$ cat src/rtl/uart_pkg.sv
// Shared register map and bit positions for the uart receive-side blocks.
// Widths that depend on the FIFO size stay in the modules that own them.
package uart_pkg;

   localparam logic [2:0] REG_DATA   = 3'd0;
   localparam logic [2:0] REG_STATUS = 3'd1;
   localparam logic [2:0] REG_CTRL   = 3'd2;

   localparam int ST_EMPTY     = 0;
   localparam int ST_FULL      = 1;
   localparam int ST_OVF       = 2;
   localparam int ST_FERR      = 3;
   localparam int ST_COUNT_LSB = 8;

   localparam int CTRL_FLUSH      = 0;
   localparam int CTRL_IRQ_EN     = 1;
   localparam int CTRL_OVF_IRQ_EN = 2;
   localparam int CTRL_THR_LSB    = 8;

   localparam int THRESH_RST = 1;

endpackage

$ cat src/rtl/fifo_mem.sv
// DEPTH x DATA_W storage for the receive FIFO: one synchronous write port
// and one asynchronous read port so the head byte is visible without latency.
module fifo_mem #(
   parameter int ADDR_W = 4,
   parameter int DATA_W = 8
) (
   input  logic              clk,
   input  logic              we,
   input  logic [ADDR_W-1:0] waddr,
   input  logic [DATA_W-1:0] wdata,
   input  logic [ADDR_W-1:0] raddr,
   output logic [DATA_W-1:0] rdata
);

   logic [DATA_W-1:0] mem [2**ADDR_W];

   always_ff @(posedge clk) begin
      if (we) mem[waddr] <= wdata;
   end

   assign rdata = mem[raddr];

endmodule

$ cat src/rtl/uart_rx_fifo.sv
// Receive buffer behind the uart: captures strobed bytes into a circular FIFO
// and exposes DATA/STATUS/CTRL registers plus a threshold/overflow interrupt.
module uart_rx_fifo
   import uart_pkg::*;
#(
   parameter int ADDR_W = 4
) (
   input  logic        clk,
   input  logic        rst,
   input  logic [7:0]  byte_in,
   input  logic        byte_valid,
   input  logic        frame_err_in,
   input  logic        we,
   input  logic        re,
   input  logic [2:0]  reg_num,
   input  logic [31:0] wd,
   output logic [31:0] rd,
   output logic        irq
);

   localparam int DEPTH = 2**ADDR_W;
   localparam logic [ADDR_W:0] DEPTH_C = (ADDR_W+1)'(DEPTH);
   localparam logic [ADDR_W:0] THR_RST = (ADDR_W+1)'(THRESH_RST);

   logic [ADDR_W-1:0] wr_ptr, rd_ptr;
   logic [ADDR_W:0]   count, count_next;
   logic [ADDR_W:0]   threshold, thr_next, thr_wr;
   logic              ovf, ovf_next, ferr, ferr_next;
   logic              irq_en, irq_en_next, ovf_irq_en, ovf_irq_en_next, irq_next;
   logic              empty, full, push_req, push, pop, flush, ovf_set, ferr_set;
   logic              st_wr, ctrl_wr;
   logic [7:0]        head_byte;
   logic              unused_wd;

   assign unused_wd = ^{wd[31:CTRL_THR_LSB+ADDR_W+1], wd[7:4]};

   // Flush outranks both push and pop; a full FIFO still accepts a push when a
   // pop frees a slot in the same cycle, and only a truly dropped byte is an overflow.
   always_comb begin
      empty    = (count == '0);
      full     = (count == DEPTH_C);
      ctrl_wr  = we && (reg_num == REG_CTRL);
      st_wr    = we && (reg_num == REG_STATUS);
      flush    = ctrl_wr && wd[CTRL_FLUSH];
      push_req = byte_valid && !frame_err_in;
      pop      = re && (reg_num == REG_DATA) && !empty && !flush;
      push     = push_req && (!full || pop) && !flush;
      ovf_set  = push_req && full && !pop && !flush;
      ferr_set = byte_valid && frame_err_in;

      count_next = count;
      if (flush)           count_next = '0;
      else if (push && !pop) count_next = count + (ADDR_W+1)'(1);
      else if (pop && !push) count_next = count - (ADDR_W+1)'(1);

      ovf_next  = ovf_set  || (ovf  && !(st_wr && wd[ST_OVF]));
      ferr_next = ferr_set || (ferr && !(st_wr && wd[ST_FERR]));

      thr_wr          = wd[CTRL_THR_LSB +: ADDR_W+1];
      irq_en_next     = ctrl_wr ? wd[CTRL_IRQ_EN]     : irq_en;
      ovf_irq_en_next = ctrl_wr ? wd[CTRL_OVF_IRQ_EN] : ovf_irq_en;
      thr_next        = threshold;
      if (ctrl_wr) thr_next = (thr_wr == '0) ? THR_RST : thr_wr;

      irq_next = (irq_en_next && (count_next >= thr_next)) ||
                 (ovf_irq_en_next && ovf_next);
   end

   always_ff @(posedge clk or posedge rst) begin
      if (rst) begin
         wr_ptr     <= '0;
         rd_ptr     <= '0;
         count      <= '0;
         ovf        <= 1'b0;
         ferr       <= 1'b0;
         irq_en     <= 1'b0;
         ovf_irq_en <= 1'b0;
         threshold  <= THR_RST;
         irq        <= 1'b0;
      end else begin
         if (flush) begin
            wr_ptr <= '0;
            rd_ptr <= '0;
         end else begin
            if (push) wr_ptr <= wr_ptr + ADDR_W'(1);
            if (pop)  rd_ptr <= rd_ptr + ADDR_W'(1);
         end
         count      <= count_next;
         ovf        <= ovf_next;
         ferr       <= ferr_next;
         irq_en     <= irq_en_next;
         ovf_irq_en <= ovf_irq_en_next;
         threshold  <= thr_next;
         irq        <= irq_next;
      end
   end

   fifo_mem #(.ADDR_W(ADDR_W), .DATA_W(8)) u_mem (
      .clk   (clk),
      .we    (push),
      .waddr (wr_ptr),
      .wdata (byte_in),
      .raddr (rd_ptr),
      .rdata (head_byte)
   );

   // Read bus is purely combinational so the core can read and pop in one cycle.
   always_comb begin
      rd = '0;
      case (reg_num)
         REG_DATA: begin
            if (!empty) begin
               rd[7:0] = head_byte;
               rd[8]   = 1'b1;
            end
         end
         REG_STATUS: begin
            rd[ST_EMPTY]                     = empty;
            rd[ST_FULL]                      = full;
            rd[ST_OVF]                       = ovf;
            rd[ST_FERR]                      = ferr;
            rd[ST_COUNT_LSB +: ADDR_W+1]     = count;
         end
         REG_CTRL: begin
            rd[CTRL_IRQ_EN]                  = irq_en;
            rd[CTRL_OVF_IRQ_EN]              = ovf_irq_en;
            rd[CTRL_THR_LSB +: ADDR_W+1]     = threshold;
         end
         default: rd = '0;
      endcase
   end

endmodule
$ cat config.mk
export PLATFORM = sky130hd
export DESIGN_NAME = uart_rx_fifo
export DESIGN_NICKNAME = d
export VERILOG_FILES = /design/src/rtl/uart_pkg.sv /design/src/rtl/fifo_mem.sv /design/src/rtl/uart_rx_fifo.sv
export SDC_FILE = /design/constraint.sdc
export NUM_CORES = 1
export LEC_CHECK = 0
export CAP_MARGIN = 20
export CORE_AREA = 2 2 168 170
export CTS_BUF_LIST = sky130_fd_sc_hd__clkbuf_2 sky130_fd_sc_hd__clkbuf_4 sky130_fd_sc_hd__clkbuf_8
export DETAILED_ROUTE_END_ITERATION = 7
export DIE_AREA = 0 0 170 172
export PLACE_DENSITY = 0.47
export SLEW_MARGIN = 40
export SYNTH_ARGS = -nofsm -noshare
export SYNTH_HDL_FRONTEND = slang
export SYNTH_HIERARCHICAL = 1
export SYNTH_SLANG_ARGS = --single-unit
$ cat constraint.sdc
create_clock -name clk -period 4.95 [get_ports clk]
set_input_delay 0.495 -clock clk [delete_from_list [all_inputs] [get_ports clk]]
set_output_delay 0.495 -clock clk [all_outputs]
set_load 0.05 [all_outputs]
# Word level (Yosys, flattened, before mapping)
# Memory sizes are Yosys's and may differ from the RTL's.
# Cells that the tools add are included.
[totals] ff_bits=23 wordCells=76 mem_bits_rw=128 in_bits=49 mem_count=1
[classes] reduce_logical=38 eq_ne=3 n_mux=20 n_addsub=4 n_lt_le_gt_ge=1
[mem_list] memory="u_mem.mem" words=16 width=8 rd=1 rd_clocked_by_memory_dff=0 write_ports=1 line_no="fifo_mem.sv:15" source="logic [DATA_W-1:0] mem [2**ADDR_W];"
[op_table] operator="5-bit two-way mux" n=5
[op_table] operator="1-bit logical AND" n=21
[op_table] operator="4-bit two-way mux" n=5
[op_table] operator="5-bit zero test" n=2
[op_table] operator="9-bit two-way mux" n=1
[op_table] operator="4-bit by 1-bit adder with 4-bit output, second input constant" n=2
[op_table] operator="1-bit zero test" n=8
[op_table] operator="4-bit one-hot mux with 2 select lines" n=1
[op_table] operator="2-bit one-hot mux with 3 select lines" n=1
[op_table] operator="5-bit by 1-bit adder with 5-bit output, second input constant" n=1
[op_table] operator="5-bit == test, second input constant" n=1
[op_table] operator="5-bit >= comparator" n=1
[op_table] operator="5-bit by 1-bit subtractor with 5-bit output, second input constant" n=1
[op_table] operator="1-bit logical OR" n=4
[op_table] operator="1-bit two-way mux" n=4
[op_table] operator="1-bit one-hot mux with 2 select lines" n=2
[op_table] operator="2-bit nonzero test" n=2
[op_table] operator="3-bit by 1-bit == test with 1-bit output, second input constant" n=1
[op_table] operator="3-bit by 2-bit == test with 1-bit output, second input constant" n=1
[op_table] operator="3-bit zero test" n=1
[op_table] operator="1-bit one-hot mux with 3 select lines" n=1

# Depth between registers and ports, before layout
# Gate-level depths: netlist of the first run.
[depth] word_depth=16 mapped_depth=12

# Modules after synthesis
# The synthesis of the first run kept the hierarchy.
[by_module_without_submodules] mod="fifo_mem" seq_area_each_um2=3843.7 cells_each=221 n_inst=1 area_each_um2=4987.3
[by_module_without_submodules] mod="uart_rx_fifo" seq_area_each_um2=576.8 cells_each=190 n_inst=1 area_each_um2=1764.2

# Worst setup path before layout of the first run
# OpenSTA, ideal clock, no wires.
[synth_timing] path_type="input port to flip-flop" from="in reg_num[0]" to="mem u_mem.mem[0][0] (enable)" arrival_ns=2.603 setup_slack_ns=1.964 t_required_ns=4.567 setup_ns=0.383 path_stages=8 cell_sequence="buf_4 > and4bb_1 > buf_6 > and2_1 > buf_2 > nor2_1 > or3b_2 > nor3_1"
[synth_between] elab_chain_cells=10 elab_cells_between_ends=13 classes_between="eq/ne: 1; mux: 2; reduce/logical: 10"
[synth_rtl] item="start: declaration" line_no="uart_rx_fifo.sv:15" source="input logic [2:0] reg_num,"
[synth_rtl] item="3-bit by 2-bit == test with 1-bit output" line_no="uart_rx_fifo.sv:42" source="ctrl_wr = we && (reg_num == REG_CTRL);"
[synth_rtl] item="1-bit logical AND" line_no="uart_rx_fifo.sv:42"
[synth_rtl] item="1-bit logical AND" line_no="uart_rx_fifo.sv:44" source="flush = ctrl_wr && wd[CTRL_FLUSH];"
[synth_rtl] item="1-bit zero test" line_no="uart_rx_fifo.sv:46, uart_rx_fifo.sv:47"
[synth_rtl] item="1-bit logical AND" line_no="uart_rx_fifo.sv:46" source="pop = re && (reg_num == REG_DATA) && !empty && !flush;"
[synth_rtl] item="1-bit logical OR" line_no="uart_rx_fifo.sv:47" source="push = push_req && (!full || pop) && !flush;"
[synth_rtl] item="1-bit logical AND" line_no="uart_rx_fifo.sv:47"
[synth_rtl] item="1-bit logical AND (*)" line_no="uart_rx_fifo.sv:47"
[synth_rtl] item="via push" line_no="uart_rx_fifo.sv:30" source="logic empty, full, push_req, push, pop, flush, ovf_set, ferr_set;"
[synth_rtl] item="1-bit two-way mux (*)" line_no="fifo_mem.sv:18" source="if (we) mem[waddr] <= wdata;"
[synth_rtl] item="1-bit two-way mux (not written as such) (*)" line_no="fifo_mem.sv:18"
[synth_rtl] item="end: declaration" line_no="fifo_mem.sv:15"
# Mark *: on every way through the listed nets, which the timed path passes. The rest lies on a longest branch.

# Worst setup path after layout of the first run
[layout_timing] from="reg rd_ptr[0]" to="out rd[0]"
[layout_between] elab_chain_cells=3
[layout_rtl] item="start: declaration" line_no="uart_rx_fifo.sv:25" source="logic [ADDR_W-1:0] wr_ptr, rd_ptr;"
[layout_rtl] item="start signal: assignment" line_no="uart_rx_fifo.sv:86" source="if (pop) rd_ptr <= rd_ptr + ADDR_W'(1);"
[layout_rtl] item="memory read 16 x 8 bit"
[layout_rtl] item="via head_byte[0]" line_no="uart_rx_fifo.sv:32" source="logic [7:0] head_byte;"
[layout_rtl] item="9-bit two-way mux" line_no="uart_rx_fifo.sv:112" source="if (!empty) begin"
[layout_rtl] item="1-bit one-hot mux with 2 select lines" line_no="uart_rx_fifo.sv:110" source="case (reg_num)"
[layout_rtl] item="end: declaration" line_no="uart_rx_fifo.sv:17" source="output logic [31:0] rd,"
# The timed path passes the listed nets, and every way through them passes these cells.

==> metrics.txt, run 1 <==
# TYPE chip_impl_metric gauge
chip_impl_info{name="netlist.top_cell.by_area",value="sky130_fd_sc_hd__edfxtp_1"} 1
chip_impl_metric{name="sequential_cell_area",unit="um^2"} 4420
chip_impl_metric{name="critical_path.max_fanout",unit=""} 27
chip_impl_metric{name="ctsResizeCount",unit=""} 0
chip_impl_metric{name="first_global_vias",unit=""} 3866
chip_impl_metric{name="clock_tree.buffer_depth",unit=""} 2
chip_impl_metric{name="rows",unit=""} 61
chip_impl_metric{name="final_net_count",unit=""} 516
chip_impl_metric{name="synthToLayoutAreaGrowth",unit="%"} 15.8
chip_impl_metric{name="synth_top_area_frac",unit=""} 0.569
chip_impl_metric{name="required",unit="ns"} 4.45
chip_impl_metric{name="place_hpwl",unit="um"} 9790
chip_impl_metric{name="grt_first_pass_wirelength",unit="um"} 23000
chip_impl_metric{name="gp_congestion",unit=""} 0.733
chip_impl_metric{name="share_of_the_synthesized_area_in_compound_gates_ao_oa_aoi_oai",unit=""} 0.0500
chip_impl_metric{name="finalWorstSetupSlack",unit="ns"} 1.03
chip_impl_metric{name="first_iter_violations",unit=""} 253
chip_impl_metric{name="p_per_area",unit="nW/um^2"} 451
chip_impl_metric{name="post_route_antenna_net_violation_count",unit=""} 0
chip_impl_metric{name="cts_buffers",unit=""} 17
chip_impl_metric{name="fmax",unit="MHz"} 255
chip_impl_metric{name="fin_crit_sh",unit=""} 0.792
chip_impl_info{name="synth_top_family_by_area",value="multiplexers"} 1
chip_impl_metric{name="power.static_leakage",unit="uW"} 0.00259
chip_impl_metric{name="finalHoldViolations",unit=""} 0
chip_impl_metric{name="final-setup-viol-count",unit=""} 0
chip_impl_metric{name="synth_xor_xnor_area_share",unit=""} 0.00519
chip_impl_metric{name="post-layout-total-power",unit="uW"} 3530
chip_impl_metric{name="post-cts-setup-buffer-count",unit=""} 0
chip_impl_info{name="critical_path.cell_chain",value="mux4_1 -> a22oi_1 -> nand2_1 -> and3_1 -> a21oi_1 -> nor3_1 -> clkdlybuf4s50_1"} 1
chip_impl_info{name="grt_setup_unrepaired",value="no"} 1
chip_impl_metric{name="fp.dieArea",unit="um^2"} 29200
chip_impl_metric{name="grt_start_max_net_pins",unit=""} 36
chip_impl_metric{name="cts_hold_buf",unit=""} 0
chip_impl_metric{name="cts.htree.levels",unit=""} 4
chip_impl_metric{name="vdd_ir_drop_max",unit="uV"} 175
chip_impl_info{name="outcome",value="completed"} 1
chip_impl_info{name="synth_most_common_cell",value="sky130_fd_sc_hd__edfxtp_1"} 1
chip_impl_metric{name="syn_area",unit="um^2"} 6750
chip_impl_metric{name="detailedRoute.firstPassIterationCount",unit=""} 4
chip_impl_metric{name="vias_per_cell",unit=""} 4.48
chip_impl_metric{name="yosys_warning_total",unit=""} 6
chip_impl_metric{name="timing.max_cap.violations",unit=""} 0
chip_impl_metric{name="yosys.cell_types.count",unit=""} 52
chip_impl_metric{name="cp_data_arrival_time",unit="ns"} 3.42
chip_impl_info{name="synth_area_leaders",value="sky130_fd_sc_hd__edfxtp_1 57%, sky130_fd_sc_hd__dfrtp_1 8.2%, sky130_fd_sc_hd__mux4_2 6.0%"} 1
chip_impl_metric{name="post_synth.cell_area_avg",unit="um^2"} 16.4
chip_impl_metric{name="relative_slew_slack",unit=""} 0.546
chip_impl_metric{name="adder_and_majority_gate_portion_of_the_synthesized_area",unit=""} 0.0185
chip_impl_info{name="timing.critical_path.from_type",value="register"} 1
chip_impl_metric{name="initial_utilization",unit=""} 0.246
chip_impl_metric{name="clock_skew",unit="ns"} 0.0192
chip_impl_metric{name="fillers",unit=""} 2766
chip_impl_info{name="cts-root-buf",value="sky130_fd_sc_hd__clkbuf_8"} 1
chip_impl_info{name="timing.critical_path.slowest_stage_cell",value="sky130_fd_sc_hd__dfrtp_4"} 1
chip_impl_metric{name="fp.coreArea",unit="um^2"} 27500
chip_impl_info{name="synth_flop_cell",value="sky130_fd_sc_hd__edfxtp_1"} 1
chip_impl_metric{name="synthSimpleGateAreaFrac",unit=""} 0.0932
chip_impl_info{name="setup.worst_path.end_class",value="primary output"} 1
chip_impl_metric{name="global_route.overflow_total",unit=""} 0
chip_impl_metric{name="asyncSetResetFlopFracSynth",unit=""} 0.152
chip_impl_metric{name="synth-edff-count",unit=""} 128
chip_impl_metric{name="postSynthRegisterBits",unit=""} 151
chip_impl_metric{name="antenna_cells",unit=""} 0
chip_impl_metric{name="drt-total-wl",unit="um"} 15000
chip_impl_metric{name="top_level_i_o_count",unit=""} 82
chip_impl_metric{name="grt_antenna_before_repair",unit=""} 0
chip_impl_metric{name="final_layout_size_suffix_gt1_frac",unit=""} 0.183
chip_impl_metric{name="route.detailed.wl_per_inst",unit="um"} 18.3
chip_impl_metric{name="total_area_of_multi_input_combinational_cells",unit="um^2"} 2110
chip_impl_metric{name="worst_setup_hold_path_clk_slew",unit="ns"} 0.09
chip_impl_metric{name="final_period_demand_of_the_worst_path",unit="ns"} 3.92
chip_impl_info{name="clock_tree_from_tritoncts",value="yes"} 1
chip_impl_metric{name="grt.total_usage",unit=""} 0.108
chip_impl_metric{name="final.setup.tns",unit="ns"} 0
chip_impl_metric{name="die_h",unit="um"} 172
chip_impl_metric{name="clock_sink_count",unit=""} 151
chip_impl_metric{name="timing.critical_path.slowest_cell_delay",unit="ns"} 0.76
chip_impl_metric{name="via_count",unit=""} 3658
chip_impl_metric{name="fin_worst_hold_slack",unit="ns"} 0.398
chip_impl_info{name="criticalPathCategory",value="register to primary output"} 1
chip_impl_info{name="synth_top_cells_by_count",value="128 x sky130_fd_sc_hd__edfxtp_1, 29 x sky130_fd_sc_hd__nor2_1, 22 x sky130_fd_sc_hd__dfrtp_1, 21 x sky130_fd_sc_hd__a22oi_1, 21 x sky130_fd_sc_hd__buf_4"} 1
chip_impl_metric{name="mux_contribution_to_synthesized_area",unit=""} 0.130
chip_impl_metric{name="clock_latency",unit="ns"} 0.46
chip_impl_info{name="worst_hold_path_type",value="primary input to async pin"} 1
chip_impl_metric{name="die_x",unit="um"} 170
chip_impl_metric{name="timing_max_transition_violations_final",unit=""} 0
chip_impl_metric{name="worst_slew_pin_slew",unit="ns"} 0.678
chip_impl_metric{name="dp_worst_setup_slack",unit="ns"} 0.887
chip_impl_metric{name="route.detailed.drc",unit=""} 0
chip_impl_metric{name="io_buffers",unit=""} 39
chip_impl_metric{name="rr_worst_depth",unit=""} 11
chip_impl_metric{name="synthCells",unit=""} 411
chip_impl_metric{name="utilization",unit=""} 0.285
chip_impl_metric{name="yosysSeqAreaShare",unit=""} 0.655
## metrics by stage
stage | cell area, um^2 | cells
after floorplan | 6820 | 429
after global placement | 7420 | 784
after detailed placement | 7440 | 784
after CTS | 7800 | 816
after global routing | 7820 | 816
final | 7820 | 816
## layout by cell type, fill, tap and decap left out, types with 5 or more instances in the layout
cell	n
sky130_fd_sc_hd__nor2_2	13
sky130_fd_sc_hd__mux4_1	14
sky130_fd_sc_hd__clkbuf_8	17
sky130_fd_sc_hd__conb_1	19
sky130_fd_sc_hd__nand3_1	7
sky130_fd_sc_hd__nor3_1	10
sky130_fd_sc_hd__nand2b_1	5
sky130_fd_sc_hd__ha_1	10
sky130_fd_sc_hd__mux2i_1	6
sky130_fd_sc_hd__o21ai_0	5
sky130_fd_sc_hd__edfxtp_1	128
sky130_fd_sc_hd__buf_4	8
sky130_fd_sc_hd__nor2_1	16
sky130_fd_sc_hd__a21oi_1	5
sky130_fd_sc_hd__a22oi_1	21
sky130_fd_sc_hd__clkdlybuf4s50_1	39
sky130_fd_sc_hd__nand2_1	20
sky130_fd_sc_hd__inv_1	9
sky130_fd_sc_hd__mux4_2	18
sky130_fd_sc_hd__and2_1	6
sky130_fd_sc_hd__dfrtp_1	21
## path summary, 6_finish.rpt
| check | startpoint | endpoint | slack (ns) |
|---|---|---|---|
| hold reg to reg | ferr | ferr | 0.50 |
| max in group asynchronous | rst | rd_ptr[0] | 4.15 |
| setup reg to reg | count[1] | irq | 1.97 |
| setup / recovery | rd_ptr[0] | rd[0] | 1.03 |
| min in group clk | ferr | ferr | 0.50 |
| hold / removal | rst | threshold[4] | 0.40 |
## cell families (layout without fill, tap and decap cells)
group | Yosys count | in the layout
other | 1 | 19
and+or+nand+nor | 108 | 108
buffers and inverters | 48 | 89
AOI/OAI and AO/OA | 47 | 47
xor gates and xnor gates | 4 | 4
DFF | 151 | 151
adders and majority gates | 10 | 10
muxes | 42 | 42
## metal layers
metal	part of all wire	global-route usage	wire length, um
met5	0	0	0
met4	0.015	0.0331	218
met3	0.058	0.0275	867
met2	0.47	0.175	7070
met1	0.45	0.143	6810
## flip-flops by register name, indices dropped and copies added (netlist names)
signal / cells
ferr: 1
irq: 1
ovf: 1
wr_ptr: 4
rd_ptr: 4
count: 5
u_mem/mem: 128
threshold: 5
ovf_irq_en: 1
irq_en: 1
## cell type report
type / count / area share
flip-flops and latches: 151 / 0.566
clock buffers: 18 / 0.0309
inverters: 10 / 0.00480
clock inverters: 14 / 0.0158
multi-input cells: 230 / 0.270
well taps: 346 / 0.0554
repair buffers: 47 / 0.0576
## power by group
part / total (uW) / switching, uW / internal (uW)
clock network: 885 / 479 / 406
logic: 984 / 529 / 454
registers: 1660 / 165 / 1490
total: 3530 / 1170 / 2360
## worst max-delay path: cells and delay by family, from the launching register on
family	cells	cell delay, ns
flip-flops	1	0.76
AND/OR/NAND/NOR	3	0.37
multiplexers	1	0.63
AO/OA/AOI/OAI	2	0.45
buffers and inverters	1	0.74
Note: power is estimated with default switching activity, not from simulation.
==> inputs of run 2 (changes only) <==
- PLACE_DENSITY: 0.47 -> 0.48
- clock period: 4.95 -> 3.2 ns (I/O delays scaled with it)
==> metrics.txt, run 2 (synthesis gave the netlist of run 1 again) <==
# TYPE chip_impl_metric gauge
chip_impl_info{name="outcome",value="completed"} 1
chip_impl_info{name="criticalPathCategory",value="register to primary output"} 1
chip_impl_metric{name="global_route.overflow_total",unit=""} 0
chip_impl_metric{name="power.static_leakage",unit="uW"} 0.00279
chip_impl_info{name="most_frequent_standard_cell_in_the_layout_excluding_fill_and_tap_cells",value="sky130_fd_sc_hd__edfxtp_1"} 1
chip_impl_metric{name="vias_per_cell",unit=""} 4.49
chip_impl_metric{name="drt-total-wl",unit="um"} 14900
chip_impl_info{name="startpoint",value="rd_ptr[0]"} 1
chip_impl_metric{name="die_x",unit="um"} 170
chip_impl_metric{name="place_hpwl",unit="um"} 10200
chip_impl_metric{name="clock_skew",unit="ns"} 0.00957
chip_impl_metric{name="clock_latency",unit="ns"} 0.43
chip_impl_metric{name="cts_buffers",unit=""} 17
chip_impl_metric{name="reg2reg_setup_slack",unit="ns"} 0.19
chip_impl_metric{name="final.setup.tns",unit="ns"} 0
chip_impl_metric{name="required",unit="ns"} 2.88
chip_impl_info{name="grt_setup_unrepaired",value="no"} 1
chip_impl_metric{name="post-layout-total-power",unit="uW"} 5550
chip_impl_metric{name="grt_first_pass_wirelength",unit="um"} 22700
chip_impl_metric{name="ctsResizeCount",unit=""} 0
chip_impl_metric{name="grt.total_usage",unit=""} 0.106
chip_impl_metric{name="io_buffers",unit=""} 39
chip_impl_metric{name="synthToLayoutAreaGrowth",unit="%"} 19.7
chip_impl_metric{name="clock_sink_count",unit=""} 151
chip_impl_info{name="worst_hold_path_type",value="primary input to async pin"} 1
chip_impl_metric{name="worst_setup_hold_path_clk_slew",unit="ns"} 0.09
chip_impl_metric{name="vdd_ir_drop_max",unit="uV"} 277
chip_impl_metric{name="swShare",unit=""} 0.327
chip_impl_metric{name="cts_hold_buf",unit=""} 0
chip_impl_metric{name="timing_max_transition_violations_final",unit=""} 0
chip_impl_metric{name="gp_congestion",unit=""} 0.757
chip_impl_metric{name="post-route-cell-area",unit="um^2"} 8080
chip_impl_metric{name="fp.dieArea",unit="um^2"} 29200
chip_impl_metric{name="largest_register_ffs",unit=""} 128
chip_impl_metric{name="antenna_cells",unit=""} 0
chip_impl_metric{name="pwr-share-clk",unit=""} 0.250
chip_impl_metric{name="route.detailed.drc",unit=""} 0
chip_impl_metric{name="cp_data_arrival_time",unit="ns"} 2.71
chip_impl_metric{name="worst_slew_pin_slew",unit="ns"} 0.544
chip_impl_metric{name="fin_cells",unit=""} 845
chip_impl_metric{name="critical_path.max_fanout",unit=""} 12
chip_impl_metric{name="timing.max_cap.violations",unit=""} 0
chip_impl_metric{name="fillers",unit=""} 2748
chip_impl_metric{name="via_count",unit=""} 3790
chip_impl_metric{name="final_period_demand_of_the_worst_path",unit="ns"} 3.03
chip_impl_metric{name="route.detailed.wl_per_inst",unit="um"} 17.6
chip_impl_info{name="clock_tree_from_tritoncts",value="yes"} 1
chip_impl_metric{name="cts.htree.levels",unit=""} 4
chip_impl_info{name="setup.worst_path.end_class",value="primary output"} 1
chip_impl_metric{name="first_global_vias",unit=""} 3906
chip_impl_metric{name="number_of_placed_instances_with_taps_included",unit=""} 813
chip_impl_metric{name="post_route_antenna_net_violation_count",unit=""} 0
chip_impl_metric{name="relative_slew_slack",unit=""} 0.636
chip_impl_metric{name="top_level_i_o_count",unit=""} 82
chip_impl_metric{name="cell_internal_pwr",unit="uW"} 3730
chip_impl_metric{name="instance_area_after_placement",unit="um^2"} 7700
chip_impl_metric{name="grt_antenna_before_repair",unit=""} 1
chip_impl_metric{name="grt_start_max_net_pins",unit=""} 24
chip_impl_metric{name="fin_crit_sh",unit=""} 0.948
chip_impl_metric{name="detailedRoute.firstPassIterationCount",unit=""} 4
chip_impl_metric{name="pwr-share-comb",unit=""} 0.294
chip_impl_info{name="regMostFlops",value="u_mem/mem"} 1
chip_impl_info{name="cts-root-buf",value="sky130_fd_sc_hd__clkbuf_8"} 1
chip_impl_info{name="timing.critical_path.from_type",value="register"} 1
chip_impl_metric{name="final_layout_size_suffix_gt1_frac",unit=""} 0.232
chip_impl_info{name="critical_path.reg2reg.startpoint",value="count[1]"} 1
chip_impl_metric{name="p_sw",unit="uW"} 1820
chip_impl_metric{name="fmax",unit="MHz"} 329
chip_impl_metric{name="p_per_area",unit="nW/um^2"} 687
chip_impl_metric{name="final_net_count",unit=""} 545
chip_impl_metric{name="fp.coreArea",unit="um^2"} 27500
chip_impl_info{name="biggestRegsByFlops",value="u_mem/mem: 128 flops, count: 5 flops, threshold: 5 flops"} 1
chip_impl_info{name="most-common-layout-cells",value="128 x sky130_fd_sc_hd__edfxtp_1, 42 x sky130_fd_sc_hd__buf_4, 29 x sky130_fd_sc_hd__nor2_1, 26 x sky130_fd_sc_hd__clkdlybuf4s50_1"} 1
chip_impl_metric{name="first_iter_violations",unit=""} 253
chip_impl_metric{name="clock_tree.buffer_depth",unit=""} 2
chip_impl_metric{name="initial_utilization",unit=""} 0.246
chip_impl_metric{name="final-setup-viol-count",unit=""} 0
chip_impl_metric{name="utilization",unit=""} 0.294
chip_impl_metric{name="post-cts-setup-buffer-count",unit=""} 0
chip_impl_metric{name="rows",unit=""} 61
chip_impl_metric{name="die_h",unit="um"} 172
chip_impl_metric{name="finalHoldViolations",unit=""} 0
chip_impl_metric{name="pwr-share-seq",unit=""} 0.457
[run 2: routing by layer]
metal / GRT usage / part of all wire
met1: 0.134 / 0.46
met2: 0.183 / 0.49
met3: 0.0256 / 0.042
met4: 0.0256 / 0.0078
met5: 0 / 0.00087
[run 2: critical path: stages, from the launching register on]
cell                      delay [ns]
sky130_fd_sc_hd__dfrtp_2        0.58
sky130_fd_sc_hd__buf_4          0.26
sky130_fd_sc_hd__mux4_1         0.56
sky130_fd_sc_hd__a22oi_1        0.24
sky130_fd_sc_hd__nand2_1        0.11
sky130_fd_sc_hd__nand2_1        0.12
sky130_fd_sc_hd__o21ai_0        0.20
sky130_fd_sc_hd__buf_12         0.21
[run 2: path summary, 6_finish.rpt]
| path | endpoint | cells after the start |
|---|---|---|
| max reg2reg | irq | 11 |
| min | rd_ptr[2] | 2 |
| min in group clk | threshold[0] | 3 |
| min reg2reg | ferr | 1 |
| max | rd[1] | 7 |
| max in group asynchronous | rd_ptr[0] | 2 |
[run 2: power by group through the flow]
| stage | Clock [uW] | Combinational (uW) | Sequential [uW] |
|---|---|---|---|
| after floorplan | 0 | 1240 | 2470 |
| after global placement | 0 | 1640 | 2560 |
| after detailed placement | 0 | 1650 | 2580 |
| after CTS | 1430 | 1660 | 2530 |
| after global routing | 1520 | 1780 | 2560 |
| final | 1390 | 1630 | 2530 |
[run 2: layout make-up]
cell class / instances / area (um^2) / share of cell area
clock buffers: 17 / 234 / 0.0290
clock inverters: 15 / 143 / 0.0176
inverters: 10 / 37.5 / 0.00464
multi-input cells: 230 / 2080 / 0.257
flip-flops and latches: 151 / 4420 / 0.547
repair buffers: 76 / 736 / 0.0910
well taps: 346 / 433 / 0.0536
[run 2: per-stage QoR]
stage | hold slack [ns] | setup slack, ns
after floorplan | 0.321 | 0.389
after global placement | 0.500 | 0.142
after detailed placement | 0.496 | 0.142
after CTS | 0.288 | 0.0770
after global routing | 0.302 | 0.0129
final | 0.274 | 0.165
